--- config.mk ---
export PLATFORM = sky130hd
export DESIGN_NAME = updown_counter_gen
export DESIGN_NICKNAME = d
export VERILOG_FILES = /design/src/rtl/counter_pkg.sv /design/src/rtl/tick_gen.sv /design/src/rtl/updown_counter_gen.sv
export SDC_FILE = /design/constraint.sdc
export NUM_CORES = 1
export LEC_CHECK = 0
export ABC_AREA = 1
export CORE_MARGIN = 3
export CORE_UTILIZATION = 40
export DETAILED_ROUTE_END_ITERATION = 6
export PLACE_DENSITY_LB_ADDON = 0.08
export SLEW_MARGIN = 10
export SYNTH_ARGS = -nofsm -noshare
export SYNTH_HDL_FRONTEND = slang
export SYNTH_SLANG_ARGS = --single-unit
--- constraint.sdc ---
create_clock -name clk -period 10.7 [get_ports clk]
set_input_delay 2.675 -clock clk [delete_from_list [all_inputs] [get_ports clk]]
set_output_delay 2.675 -clock clk [all_outputs]
set_load 0.05 [all_outputs]
--- src/rtl/counter_pkg.sv ---
// Shared constants and elaboration-time helpers for the up/down counter core.
package counter_pkg;

  localparam logic [3:0] DOT_ON_D1 = 4'b1101;
  localparam logic [3:0] DOT_OFF   = 4'b1111;

  function automatic int unsigned calc_div(input int unsigned clk_hz, input int unsigned tick_hz);
    if (tick_hz == 0) return 0;
    return clk_hz / tick_hz;
  endfunction

  function automatic int unsigned div_width(input int unsigned div);
    if (div < 2) return 1;
    return $clog2(div);
  endfunction

  function automatic bit params_ok(input int unsigned clk_hz, input int unsigned tick_hz,
                                   input int unsigned width, input int unsigned max_count);
    if (tick_hz == 0) return 1'b0;
    if ((clk_hz % tick_hz) != 0) return 1'b0;
    if ((clk_hz / tick_hz) < 2) return 1'b0;
    if (width < 1 || width > 32) return 1'b0;
    if (64'(max_count) >= (64'(1) << width)) return 1'b0;
    return 1'b1;
  endfunction

endpackage

--- src/rtl/tick_gen.sv ---
// Prescaler: emits a one-cycle tick every DIV enabled cycles; restart zeroes the phase.
module tick_gen
  import counter_pkg::*;
#(
  parameter int unsigned DIV = 10
) (
  input  logic clk,
  input  logic reset,
  input  logic en,
  input  logic restart,
  output logic tick
);

  localparam int unsigned CntW = div_width(DIV);
  localparam logic [CntW-1:0] Last = CntW'(DIV - 1);

  logic [CntW-1:0] div_cnt;

  assign tick = en && (div_cnt == Last);

  always_ff @(posedge clk or negedge reset) begin
    if (!reset) begin
      div_cnt <= '0;
    end else if (restart) begin
      div_cnt <= '0;
    end else if (tick) begin
      div_cnt <= '0;
    end else if (en) begin
      div_cnt <= div_cnt + CntW'(1);
    end
  end

endmodule

--- src/rtl/updown_counter_gen.sv ---
// Up/down event counter with prescaled tick, load/clear, wrap or saturate limits,
// terminal-count pulse and decimal-point driver.
module updown_counter_gen
  import counter_pkg::*;
#(
  parameter int unsigned CLK_HZ    = 100_000_000,
  parameter int unsigned TICK_HZ   = 10,
  parameter int unsigned WIDTH     = 14,
  parameter int unsigned MAX_COUNT = 9999
) (
  input  logic             clk,
  input  logic             reset,
  input  logic             en,
  input  logic             clear,
  input  logic             up_down,
  input  logic             wrap,
  input  logic             load,
  input  logic [WIDTH-1:0] load_value,
  input  logic             mode,
  output logic [WIDTH-1:0] count,
  output logic             tc,
  output logic [3:0]       dot_data
);

  localparam int unsigned DIV = calc_div(CLK_HZ, TICK_HZ);
  localparam logic [WIDTH-1:0] Max = WIDTH'(MAX_COUNT);

  generate
    if (!params_ok(CLK_HZ, TICK_HZ, WIDTH, MAX_COUNT)) begin : g_bad_params
      $error("updown_counter_gen: illegal CLK_HZ/TICK_HZ/WIDTH/MAX_COUNT combination");
    end
  endgenerate

  logic tick;
  logic restart;

  assign restart = clear | load;

  tick_gen #(
    .DIV(DIV)
  ) u_tick_gen (
    .clk    (clk),
    .reset  (reset),
    .en     (en),
    .restart(restart),
    .tick   (tick)
  );

  logic [WIDTH-1:0] count_d;
  logic             tc_d;
  logic             at_limit;

  always_comb begin
    count_d  = count;
    tc_d     = 1'b0;
    at_limit = up_down ? (count == Max) : (count == '0);
    if (clear) begin
      count_d = '0;
    end else if (load) begin
      count_d = (load_value > Max) ? Max : load_value;
    end else if (tick) begin
      tc_d = at_limit;
      if (at_limit) begin
        // Saturate simply holds the pinned value.
        count_d = wrap ? (up_down ? '0 : Max) : count;
      end else begin
        count_d = up_down ? count + WIDTH'(1) : count - WIDTH'(1);
      end
    end
  end

  always_ff @(posedge clk or negedge reset) begin
    if (!reset) begin
      count <= '0;
      tc    <= 1'b0;
    end else begin
      count <= count_d;
      tc    <= tc_d;
    end
  end

  always_comb begin
    dot_data = DOT_OFF;
    if (!mode && ((32'(count) % 32'd10) < 32'd5)) dot_data = DOT_ON_D1;
  end

endmodule
==> results of run 1 <==
logic make-up (layout without fill, tap and decap cells):
| family | Yosys count | count (layout) | synth area share (%) |
|---|---|---|---|
| and+or+nand+nor | 660 | 667 | 54.6 |
| buffers and inverters | 170 | 228 | 11.7 |
| AOI/OAI and AO/OA | 107 | 107 | 10.8 |
| DFF | 39 | 39 | 16.3 |
| xor gates and xnor gates | 23 | 23 | 3.36 |
| adders and majority gates | 15 | 15 | 3.25 |
| other | 1 | 3 | 0.0625 |
cells in the final DEF, fill, tap and decap left out, types with 3 or more instances in the layout:
cell type,netlist,layout
a21oi_1,32,30
a21oi_2,2,3
buf_4,6,32
clkbuf_16,0,5
clkdlybuf4s50_1,0,35
clkinv_1,8,8
conb_1,1,3
dfrtp_1,39,38
ha_1,14,13
inv_1,122,120
inv_2,19,18
inv_4,0,3
nand2_1,268,230
nand2_2,17,46
nand2_4,8,16
nand2_8,0,3
nand3_1,121,96
nand3_2,14,33
nand3_4,4,12
nand3b_1,9,9
nand4_1,44,44
nand4_4,4,7
nor2_1,108,95
nor2_2,9,11
nor2_4,10,21
nor3_1,29,29
nor4_1,9,9
o211ai_1,4,4
o21ai_0,33,32
o21bai_1,4,4
o22ai_1,7,7
o32ai_1,8,8
o41ai_1,3,3
xnor2_1,5,5
xor2_1,18,17
registers in the layout (all words and copies together) (netlist names):
name,count
u_tick_gen.div_cnt,24
count,14
tc,1
per-layer routing:
layer	GRT usage [%]	wire, um
met1	29.9	8780
met2	32.7	8190
met5	0	0
met3	2.20	734
met4	3.83	204
metrics by stage:
stage                     instance area, um^2  std cells  setup TNS [ns]  hold slack (ns)  utilization, %
after floorplan                          6010       1017               0            0.501               -
after global routing                     7490       1266          -0.287            0.570            51.3
after CTS                                6710       1231               0            0.550            46.0
final                                    7490       1266               0            0.560            51.3
after detailed placement                 6500       1222               0            0.541            44.5
after global placement                   6500       1222               0            0.538            44.5
final cells by class:
class | instances | area [um^2] | area share [%]
Clock inverter | 2 | 12.5 | 0.167
Clock buffer | 6 | 129 | 1.72
Sequential cell | 39 | 977 | 13.0
Inverter | 149 | 567 | 7.57
Tap cell | 184 | 230 | 3.07
Timing Repair Buffer | 71 | 638 | 8.52
Multi-Input combinational cell | 815 | 4940 | 65.9
worst min path at each step:
stage,endpoint,startpoint,slack (ns)
after detailed placement,u_tick_gen.div_cnt[11],u_tick_gen.div_cnt[10],0.54
after CTS,u_tick_gen.div_cnt[11],u_tick_gen.div_cnt[10],0.55
after floorplan,u_tick_gen.div_cnt[11],u_tick_gen.div_cnt[10],0.50
after global routing,u_tick_gen.div_cnt[11],u_tick_gen.div_cnt[10],0.57
final,u_tick_gen.div_cnt[11],u_tick_gen.div_cnt[10],0.56
after global placement,u_tick_gen.div_cnt[11],u_tick_gen.div_cnt[10],0.54
what timing repair did:
action | in CTS | in global routing
resized for setup | 13 | 117
hold buffers | 0 | 0
setup buffers | 1 | 28
gates cloned | 0 | 7
pin swaps | 0 | 56
setup endpoints to repair | 1 | 1
==> results by stage, run 1 <==
Clocking:
- The H-tree depth is 2.
- The total clock sinks is 39.
- The clock tree from TritonCTS is built.
- The maximum clock insertion buffer count is 2.
- The tree is rooted in a clkbuf_16.
- Counting the buffers created by CTS gives 5.
- The clock latency of the later-clocked register in the worst-skew pair is 0.29 ns.
- Clock-pin slew was measured on the worst setup and hold paths at 0.06 ns.

Route:
- In the routed layout, each cell is associated on average with a via count of 5.45.
- Across all layers, the routed design uses 6904 vias.
- After the first detailed-routing iteration, the DRC count stood at 585.
- The post-detailed-route wirelength per cell is 14.1 um.
- The number of iterations in the first detailed-routing pass is 5.
- The detail route stage leaves a number of antenna-violating nets equal to 0.
- The total wire length after detailed routing is 17.9 mm.
- The final routed DRC violation total is 0.

Yosys:
- During synthesis, Yosys emitted a total of 0 warnings.
- The share of the Yosys chip area taken by registers is 16.3%.
- The synthesized design contains 39 register bits.
- Counting instances in the post-synthesis netlist gives the leading cell types as 268 x nand2_1, 122 x inv_1, 121 x nand3_1.
- The top cell type by area accounts for 16.8% of the synthesized area.
- The async set or reset register ratio after synthesis is 100%.
- The post-synth design cell area is 6000 um^2.
- The average instance area after synthesis is 5.91 um^2.
- After technology mapping, the gate count stands at 1015.
- For this run, the leading register cell type out of synthesis is dfrtp_1.
- The synthesized design contains 0 enable-type register cells.
- Yosys attributes the largest share of cell area to nand2_1 17%, dfrtp_1 16%, nand3_1 10%, inv_1 7.6%, nor2_1 6.8%.
- The cell taking the most area after synthesis is nand2_1.
- The number of distinct library cells after synthesis is 51.
- Among all cell types in the netlist, the one instantiated most often is nand2_1.

STA:
- The worst-case clock skew is 0.00530 ns.
- Setup repair after global routing could not meet its margin everywhere.
- At the pin with the least slew margin, the transition time is 0.893 ns.
- The number of endpoints failing setup at the final stage is 0.
- The final number of max-transition violations is 0.
- The headroom to the max-slew limit is 40.4%.
- The number of failing hold endpoints at the final stage is 0.
- The final clock period utilization by the worst path is 96.7%.
- The least setup slack across all paths after layout is 0.353 ns.
- Timing would allow up to 96.6 MHz.
- The clock period could shrink to 10.35 ns.

Global route:
- The global-route usage over all layers is 20.4%.
- Entering global routing, the biggest net connects 40 pins.
- The first-pass GRT wire length is 28.5 mm.
- The number of global-route vias before repair was 6055.
- The number of antenna violations at the first check in global routing was 0.
- The total global routing overflow is 0.

Floorplanning:
- For this configuration, the core starts out at a cell density of 41.1%.
- The floorplan step defined a die boundary enclosing 16500 um^2.
- The die width is 129 um.
- The floorplan step set the die height to 129 um.
- 41 I/O pins were placed.
- The initialized floorplan defines 44 standard-cell rows.
- After floorplanning, the core was sized to cover 14600 um^2.

Critical path:
- The count of cell instances traversed by the critical path is 55.
- The launching element of the worst setup path is count[12].
- The arrival time at the worst endpoint is 7.67 ns.
- The worst setup path is captured at a primary output.
- The largest single stage delay on the critical path is 0.43 ns.
- The type of the worst setup path is flop to primary output.
- The required time of the critical path is 8.03 ns.
- The worst register-to-register path begins at count[2].
- The setup slack of the most critical reg-to-reg path is 7.24 ns.
- The kind of cell with the highest combined delay on the critical path is simple AND/OR/NAND/NOR gates.
- The standard cell with the maximum stage delay on the critical path is dfrtp_1.
- The number of buffers and inverters on the critical path is 7.
- The endpoint of the worst register-to-register path is count[13].
- The critical path capture point is dot_data[1].
- The kind of launch point of the worst setup path is a flop.
- The largest fanout on the critical path is 11.
- Counting cells, the worst reg-to-reg path comes to 25.

Final layout:
- Counting the fill cells in the layout gives 1450.
- Of the cells placed in the final design, the portion with a size suffix greater than 1 is 21.0%.
- The layout overhead on the synthesized area is 24.8%.
- After the last flow step, the layout net total stands at 1118.
- The repair_antennas step left the layout with diodes totalling 0.

Worst hold path:
- The count of cells along the worst hold path is 1.
- The worst min-delay path class is flop to flop.

Flow run:
- The tool flagged a number of max-cap violations equal to 0.

Place:
- The count of input and output buffers is 37.
- Detailed placement finished with a half-perimeter wire length of 13.4 mm.
- Prior to clock tree synthesis, the placed netlist has a worst setup slack of 0.0882 ns.
- The congestion estimate from routability-driven global placement came to 0.887.

Status:
- The flow ran to the end, and the final reports show no timing, DRC or antenna violations.
Power of run 1 is left out: the tool's default activity adds up to more than one toggle a clock period on the data nets, which glitch-free logic cannot reach.
==> run 2, diff against run 1 <==
--- a/config.mk
+++ b/config.mk
@@ -5,11 +5,10 @@
 export SDC_FILE = /design/constraint.sdc
 export NUM_CORES = 1
 export LEC_CHECK = 0
-export ABC_AREA = 1
 export CORE_MARGIN = 3
-export CORE_UTILIZATION = 40
+export CORE_UTILIZATION = 60
 export DETAILED_ROUTE_END_ITERATION = 6
-export PLACE_DENSITY_LB_ADDON = 0.08
+export PLACE_DENSITY = 0.81
 export SLEW_MARGIN = 10
 export SYNTH_ARGS = -nofsm -noshare
 export SYNTH_HDL_FRONTEND = slang
==> results by stage, run 2 <==
Critical path:
- The required time of the critical path is 8.03 ns.
- Counting cells, the worst reg-to-reg path comes to 18.
- The standard cell with the maximum stage delay on the critical path is or4_1.
- STA classifies the critical path startpoint as a flop.
- In this run the worst setup path begins at count[11].
- Data on the critical path arrives at its endpoint at 7.87 ns.
- Following the worst setup path forward leads to its endpoint at dot_data[1].
- The worst setup path is of the flop to primary output kind.
- The worst setup path is captured at a primary output.
- The startpoint identified for the worst register-to-register timing path is count[2].
- Along the worst path, the maximum fanout reaches 9.
- The endpoint identified for the worst register-to-register timing path is count[13].
- For this run, the slowest stage of the critical path takes 0.53 ns.
- The worst register-to-register path has a setup slack of 6.82 ns.

Status:
- The flow ran to the end, and the final reports show no timing, DRC or antenna violations.

Floorplanning:
- The die is 107 um tall.
- The core region is 9860 um^2.
- The top-level I/O count is 41.
- The total number of placement rows is 36.
- The die covers 11400 um^2.
- The die width is 107 um.
- The initial utilization of the core area, before any placement, comes to 62.0%.

Final layout:
- Excluding fillers, the count of instances in the completed layout stands at 1003.
- The largest registers in the layout are u_tick_gen.div_cnt (24), count (14), tc (1).
- The share of post-route cells with drive strength above 1 is 13.7%.
- The register with the most flip-flops is u_tick_gen.div_cnt.
- Summing all flip-flop and latch instances after layout gives 976 um^2.
- The number of inserted filler cells in the final layout is 804.
- The commonest non-fill, non-tap cell in the layout is nor2_1.
- The number of antenna repair diodes is 0.
- At the end of the flow the core is filled with cells to 70.5%.
- The layout overhead on the synthesized area is 13.7%.
- The number of nets in the layout is 906.
- Summing all multi-input logic gate instances after layout gives 5030 um^2.
- The register with the most flip-flops in the layout has 24 of them.
- In the layout the commonest cells are 94 x nor2_1, 83 x nand2_1, 59 x a21oi_1, 49 x o21ai_0, 39 x dfrtp_1.
- The design area is 6960 um^2.

Place:
- The setup slack at placement is -0.0653 ns.
- The weighted congestion at the end of routability-driven global placement is 0.922.
- In this run the cell area measured after placement is 6510 um^2.
- The count of buffers added on input and output ports is 37.
- The post-placement cell count is 982.
- The placed wire-length estimate is 13.5 mm.

Clocking:
- No sink is reached through more buffers than the 2 on the longest clock path.
- The count of hold buffers inserted by post-cts repair is 0.
- The root buffer selected by CTS is clkbuf_8.
- The clock tree from TritonCTS is built.
- Clock-pin slew was measured on the worst setup and hold paths at 0.08 ns.
- The H-tree depth is 2.
- At the later pin of the worst-skew pair, clock insertion delay measures 0.30 ns.
- The number of CTS-inserted buffers is 5.
- Clock tree synthesis found a total of 39 sinks.

Yosys:
- Summed over all instances, the cell type with the most area after synthesis is dfrtp_1.
- The post-synthesis sequential element count is 39.
- The cell count after synthesis came out at 839.
- Sequential cells were found to cover 15.9% of the synthesized design area.
- After synthesis, the mean cell area works out to 7.29 um^2.
- The share of synthesized area in the top cell type comes to 15.9%.
- The most frequent cell after synthesis is nor2_1.
- Counting instances in the post-synthesis netlist gives the leading cell types as 97 x nor2_1, 83 x nand2_1, 61 x a21oi_1.
- Among all flip-flop cells after synthesis, the most frequent one is dfrtp_1.
- The number of different library cells used by synthesis comes to 110.
- The number of enable-type register cells in the synthesized netlist is 0.
- Sorting the synthesized cells by area gives the leading types as dfrtp_1 16%, nor2_1 5.9%, nand2_1 5.1%, a21oi_1 5.0%, xnor2_1 4.7%.
- The warning count from the yosys run is 0.
- The post-synth design cell area is 6120 um^2.
- The async set or reset register ratio after synthesis is 100%.

STA:
- The clock period could shrink to 10.55 ns.
- The slew of the pin with the lowest slew margin is 0.910 ns.
- In the final timing run, aggregate negative setup slack is 0 ns.
- Of the available clock period, the critical path in the final layout requires 98.6%.
- In the post-route analysis, the smallest setup slack over all paths is 0.154 ns.
- Across the routed clock network, the largest skew measured is 0.00921 ns.
- Final hold analysis gives a worst-case slack of 0.518 ns.
- The number of endpoints failing setup at the final stage is 0.
- Static timing analysis puts the maximum clock frequency at 94.8 MHz.
- The number of failing hold endpoints at the final stage is 0.
- In this run the tightest slew margin relative to its limit is 39.3%.
- The final number of max-transition violations came to 0.

Pwr:
- The power density over the cells is 335 nW/um^2.
- The total power is 2.33 mW.
- Summed over all cells, the static leakage comes to 2.72 nW.
- Across the VDD grid, the largest voltage drop is 0.237 mV.

Global route:
- Entering global routing, the biggest net connects 40 pins.
- The number of antenna violations at the first check in global routing is 0.
- The number of global-route vias before repair is 6302.
- After global routing the overflow that remains totals 0.
- In the global route stage, overall resource usage came out at 31.1%.
- The first global-routing pass estimated 30.0 mm of wire.

Route:
- The number of DRC violations after detailed-routing iteration 0 is 602.
- The via total after detailed routing is 6820.
- After detailed routing, the average wire length per cell comes to 18.2 um.
- The final layout contains routed wiring with a total length of 18.3 mm.
- After detailed routing, the number of vias per cell comes to 6.80.
- The number of iterations in the first detailed-routing pass is 7.
- The detail route stage leaves a number of antenna-violating nets equal to 0.
- For this run, design rule violations remaining after detail routing come to 0.

Flow run:
- Across the run, the number of max-cap violations was 0.

Worst hold path:
- The tightest min-delay check is of the flop to flop type.
-- run 2: cell count changes after synthesis, moves of 28 or more --
cell / before / now
a21oi_1: 32 / 61
inv_1: 122 / 24
nand2_1: 268 / 83
nand3_1: 121 / 38
nand4_1: 44 / 13
xnor2_1: 5 / 33
-- run 2: power breakdown --
group	internal, mW	switching, mW
Combinational	0.794	1.24
Clock	0.0694	0.0565
Sequential	0.153	0.0154
-- run 2: final cells by class --
cell class,count,share of cell area [%]
Tap cell,133,2.39
Inverter,25,1.35
Multi-Input combinational cell,734,72.3
Clock inverter,3,0.629
Sequential cell,39,14.0
Clock buffer,5,0.989
Timing Repair Buffer,64,8.31
-- run 2: cell families (layout without fill, tap and decap cells) --
| logic type | Yosys count | in the layout | share of synthesized area, % |
|---|---|---|---|
| XOR/XNOR | 49 | 49 | 7.01 |
| other | 1 | 3 | 0.0613 |
| AO/OA/AOI/OAI | 283 | 285 | 34.8 |
| buffers and inverters | 70 | 97 | 5.89 |
| flip-flops | 39 | 39 | 15.9 |
| adder cells (fa/ha/maj) | 18 | 18 | 3.70 |
| AND/OR/NAND/NOR | 366 | 366 | 30.4 |
| multiplexers | 13 | 13 | 2.15 |
-- run 2: worst min-delay path by stage --
| stage | startpoint | endpoint | slack, ns | cells past startpoint |
|---|---|---|---|---|
| floorplan | u_tick_gen.div_cnt[20] | u_tick_gen.div_cnt[20] | 0.47 | 1 |
| global placement | u_tick_gen.div_cnt[20] | u_tick_gen.div_cnt[20] | 0.50 | 1 |
| detailed placement | u_tick_gen.div_cnt[20] | u_tick_gen.div_cnt[20] | 0.49 | 1 |
| CTS | u_tick_gen.div_cnt[20] | u_tick_gen.div_cnt[20] | 0.51 | 1 |
| global route | u_tick_gen.div_cnt[17] | u_tick_gen.div_cnt[17] | 0.55 | 1 |
| finish | u_tick_gen.div_cnt[20] | u_tick_gen.div_cnt[20] | 0.52 | 1 |
-- run 2: per-layer routing --
metal	GRT usage, %	routed length (um)
met2	53.5	8790
met5	0	0
met3	3.25	1230
met1	42.1	7890
met4	7.31	335
-- run 2: critical path, delay by kind of cell (launching register included) --
family	cells	cell delay (ns)
flops	1	0.41
buf+inv	3	0.50
fa+ha+maj	1	0.26
xor+xnor	1	0.12
simple gates	9	2.35
compound gates	14	3.92
-- run 2: timing repair --
action                     CTS  global route
buffers inserted             3             8
pin swaps                    2             7
hold endpoints to repair     0             0
gates resized for setup      8            38
gates cloned                 0             2
setup endpoints to repair    1             1
Note: power is estimated with default switching activity, not from simulation.
==> run 3, diff against run 2 <==
==> constraint.sdc (replaced) <==
create_clock -name clk -period 12.5 [get_ports clk]
set_input_delay 3.125 -clock clk [delete_from_list [all_inputs] [get_ports clk]]
set_output_delay 3.125 -clock clk [all_outputs]
set_load 0.05 [all_outputs]
==> results by stage, run 3 (synthesized netlist as in run 2, its figures left out) <==
STA:
- The least setup slack across all paths after layout is 0.786 ns.
- The number of failing hold endpoints at the final stage was 0.
- Setup repair after global routing left no endpoint under its margin.
- The number of endpoints failing setup at the final stage is 0.
- The worst pin sits at a relative slew slack of 40.9%.
- The worst path in the final design needs a cycle of 11.71 ns, including I/O delays and setup.
- The final clock period utilization by the worst path is 93.7%.
- The fmax is 85.4 MHz.
- The worst-case clock skew is 0.00636 ns.
- The hold slack is 0.518 ns.
- The final number of max-transition violations was 0.
- Adding up every negative setup slack in the final design gives 0 ns.
- At the pin with the least slew margin, the transition time is 0.887 ns.

Final layout:
- The post-route netlist has 8.82% of its cells at a drive strength greater than 1.
- The top cell types in the final layout, fill and taps aside, are 96 x nor2_1, 83 x nand2_1, 61 x a21oi_1, 51 x o21ai_0.
- The number of antenna diodes in the final layout is 0.
- The number of inserted filler cells in the final layout is 867.
- The commonest non-fill, non-tap cell in the layout is nor2_1.
- The register with the most flip-flops is u_tick_gen.div_cnt.
- The largest registers in the layout are u_tick_gen.div_cnt (24), count (14), tc (1).
- The register with the most flip-flops in the layout has 24 of them.
- In the final design database the tool counted 886 nets.
- The post-route non-filler standard cell count is 983.
- The area growth from synthesis to layout is 8.06%.
- Once layout is complete, the utilization of the core stands at 67.0%.

Clocking:
- The longest clock path from root to sink contains 2 buffers.
- The post-CTS clock slew at the launch and capture registers of the worst setup and hold paths is 0.08 ns.
- Clock tree synthesis inserted a total of 5 buffers.
- TritonCTS built the clock tree.
- The H-tree depth is 2.
- The total clock sinks is 39.
- The clock latency of the later-clocked register in the worst-skew pair is 0.29 ns.
- Clock tree synthesis selected as its root buffer the cell clkbuf_8.

Pwr:
- VDD sags by at most 0.217 mV.
- Summed over all cells, the static leakage comes to 2.60 nW.
- For this design the ratio of total power to cell area is 278 nW/um^2.

Critical path:
- The required time of the critical path is 9.38 ns.
- The standard cell with the maximum stage delay on the critical path is or4_4.
- The number of buffers and inverters on the critical path is 2.
- The critical path capture point type is a primary output.
- By startpoint and endpoint, the worst setup path is classified as flop to primary output.
- Measured in cells, the most critical reg-to-reg path has a length of 18.
- The worst setup path is launched from a flop.
- In this run the worst path has a maximum fanout of 19.
- The largest incremental delay on the critical path is 0.58 ns.
- On the critical path the largest part of the delay comes from compound AO/OA/AOI/OAI gates.
- Counting buffers and inverters, the worst setup path is 27 cells deep.
- The arrival time at the worst endpoint is 8.59 ns.

Place:
- Prior to clock tree synthesis, the placed netlist has a worst setup slack of 0.451 ns.
- The post-placement cell count is 974.
- Routability-driven placement finished with a final weighted congestion of 0.986.
- The placed wire-length estimate is 13.2 mm.
- Buffers placed on the I/O ports in this run total 37.

Floorplanning:
- In this run the core area contains 36 standard-cell rows.
- The area of the core region is 9860 um^2.
- The starting utilization of the core area is 62.0%.
- The top-level I/O count is 41.
- The die width is 107 um.
- From bottom edge to top edge, the die measures 107 um.
- The full die area is 11400 um^2.

Global route:
- The pin count of the biggest net entering global routing is 40.
- After global routing the overflow that remains totals 0.
- The global-route usage over all layers is 30.7%.
- The number of antenna violations at the first check in global routing is 0.
- The first-pass GRT wire length is 29.7 mm.
- The number of global-route vias before repair is 6202.

Route:
- The post-detailed-route count of antenna-violating nets is 0.
- After detailed routing, the number of remaining DRC violations is 0.
- Dividing the detail-routed wire length by the instance count gives 18.2 um.
- In this run, the number of DRC markers left after iteration 0 of detailed routing was 682.
- Dividing the detail-routed via count by the number of cells gives 6.82.
- The via total after detailed routing is 6705.
- The number of iterations in the first detailed-routing pass is 5.
- The total wire length after detailed routing is 17.9 mm.

Worst hold path:
- The count of cells along the worst hold path is 1.
- The tightest min-delay check is of the flop to flop type.

Flow run:
- Across the run, the number of max-cap violations was 0.

Status:
- The flow ran to the end, and the final reports show no timing, DRC or antenna violations.
[run 3: cell count changes in the layout (fill, tap and decap cells not counted), sizes merged]
cell          previous run  this run
buf                     29        10
a41oi                    2         1
dlymetal6s2s             0         1
o21a                     9         8
[run 3: final timing paths]
path                                         from                endpoint  slack (ns)
max in group asynchronous                   reset               count[13]        8.94
min in group asynchronous                   reset  u_tick_gen.div_cnt[20]        2.95
setup reg to reg                         count[2]               count[13]        8.56
hold reg to reg            u_tick_gen.div_cnt[20]  u_tick_gen.div_cnt[20]        0.52
hold / removal             u_tick_gen.div_cnt[20]  u_tick_gen.div_cnt[20]        0.52
setup / recovery                        count[11]             dot_data[1]        0.79
[run 3: timing repair]
action / CTS / global route
setup endpoints to repair: 0 / 1
setup buffers: 0 / 1
resized for setup: 0 / 9
hold buffers: 0 / 0
[run 3: worst reg2reg max path, delay by kind of cell (launching register included)]
| kind | cells | cell delay, ns |
|---|---|---|
| DFF | 1 | 0.71 |
| xor gates and xnor gates | 1 | 0.15 |
| AOI/OAI and AO/OA | 13 | 2.35 |
| and+or+nand+nor | 3 | 0.28 |
| adders and majority gates | 1 | 0.37 |
[run 3: through the flow]
| stage | area, um^2 | power [mW] |
|---|---|---|
| final | 6610 | 1.84 |
| after global routing | 6610 | 1.98 |
| after CTS | 6570 | 1.77 |
| after detailed placement | 6450 | 1.66 |
| after global placement | 6450 | 1.62 |
| after floorplan | 6130 | 1.40 |
[run 3: final cells by class]
class	instances	area [um^2]	share of cell area (%)
Inverter	25	93.8	1.42
Clock buffer	5	68.8	1.04
Clock inverter	3	43.8	0.662
Multi-Input combinational cell	732	4830	73.0
Timing Repair Buffer	46	435	6.58
Tap cell	133	166	2.52
Sequential cell	39	977	14.8
[run 3: per-layer routing]
metal	up-vias	part of all wire, %	global-route usage [%]
li1	3181	-	-
met1	3158	43	42.0
met2	332	48	51.8
met3	34	7.3	3.37
met4	0	1.5	7.58
met5	-	0	0
[run 3: report_power, final]
group | leakage [nW] | internal (mW) | total [mW] | switching (mW)
combinational | 2.02 | 0.587 | 1.58 | 0.997
clock | 0.0581 | 0.0594 | 0.106 | 0.0466
sequential | 0.527 | 0.131 | 0.147 | 0.0165
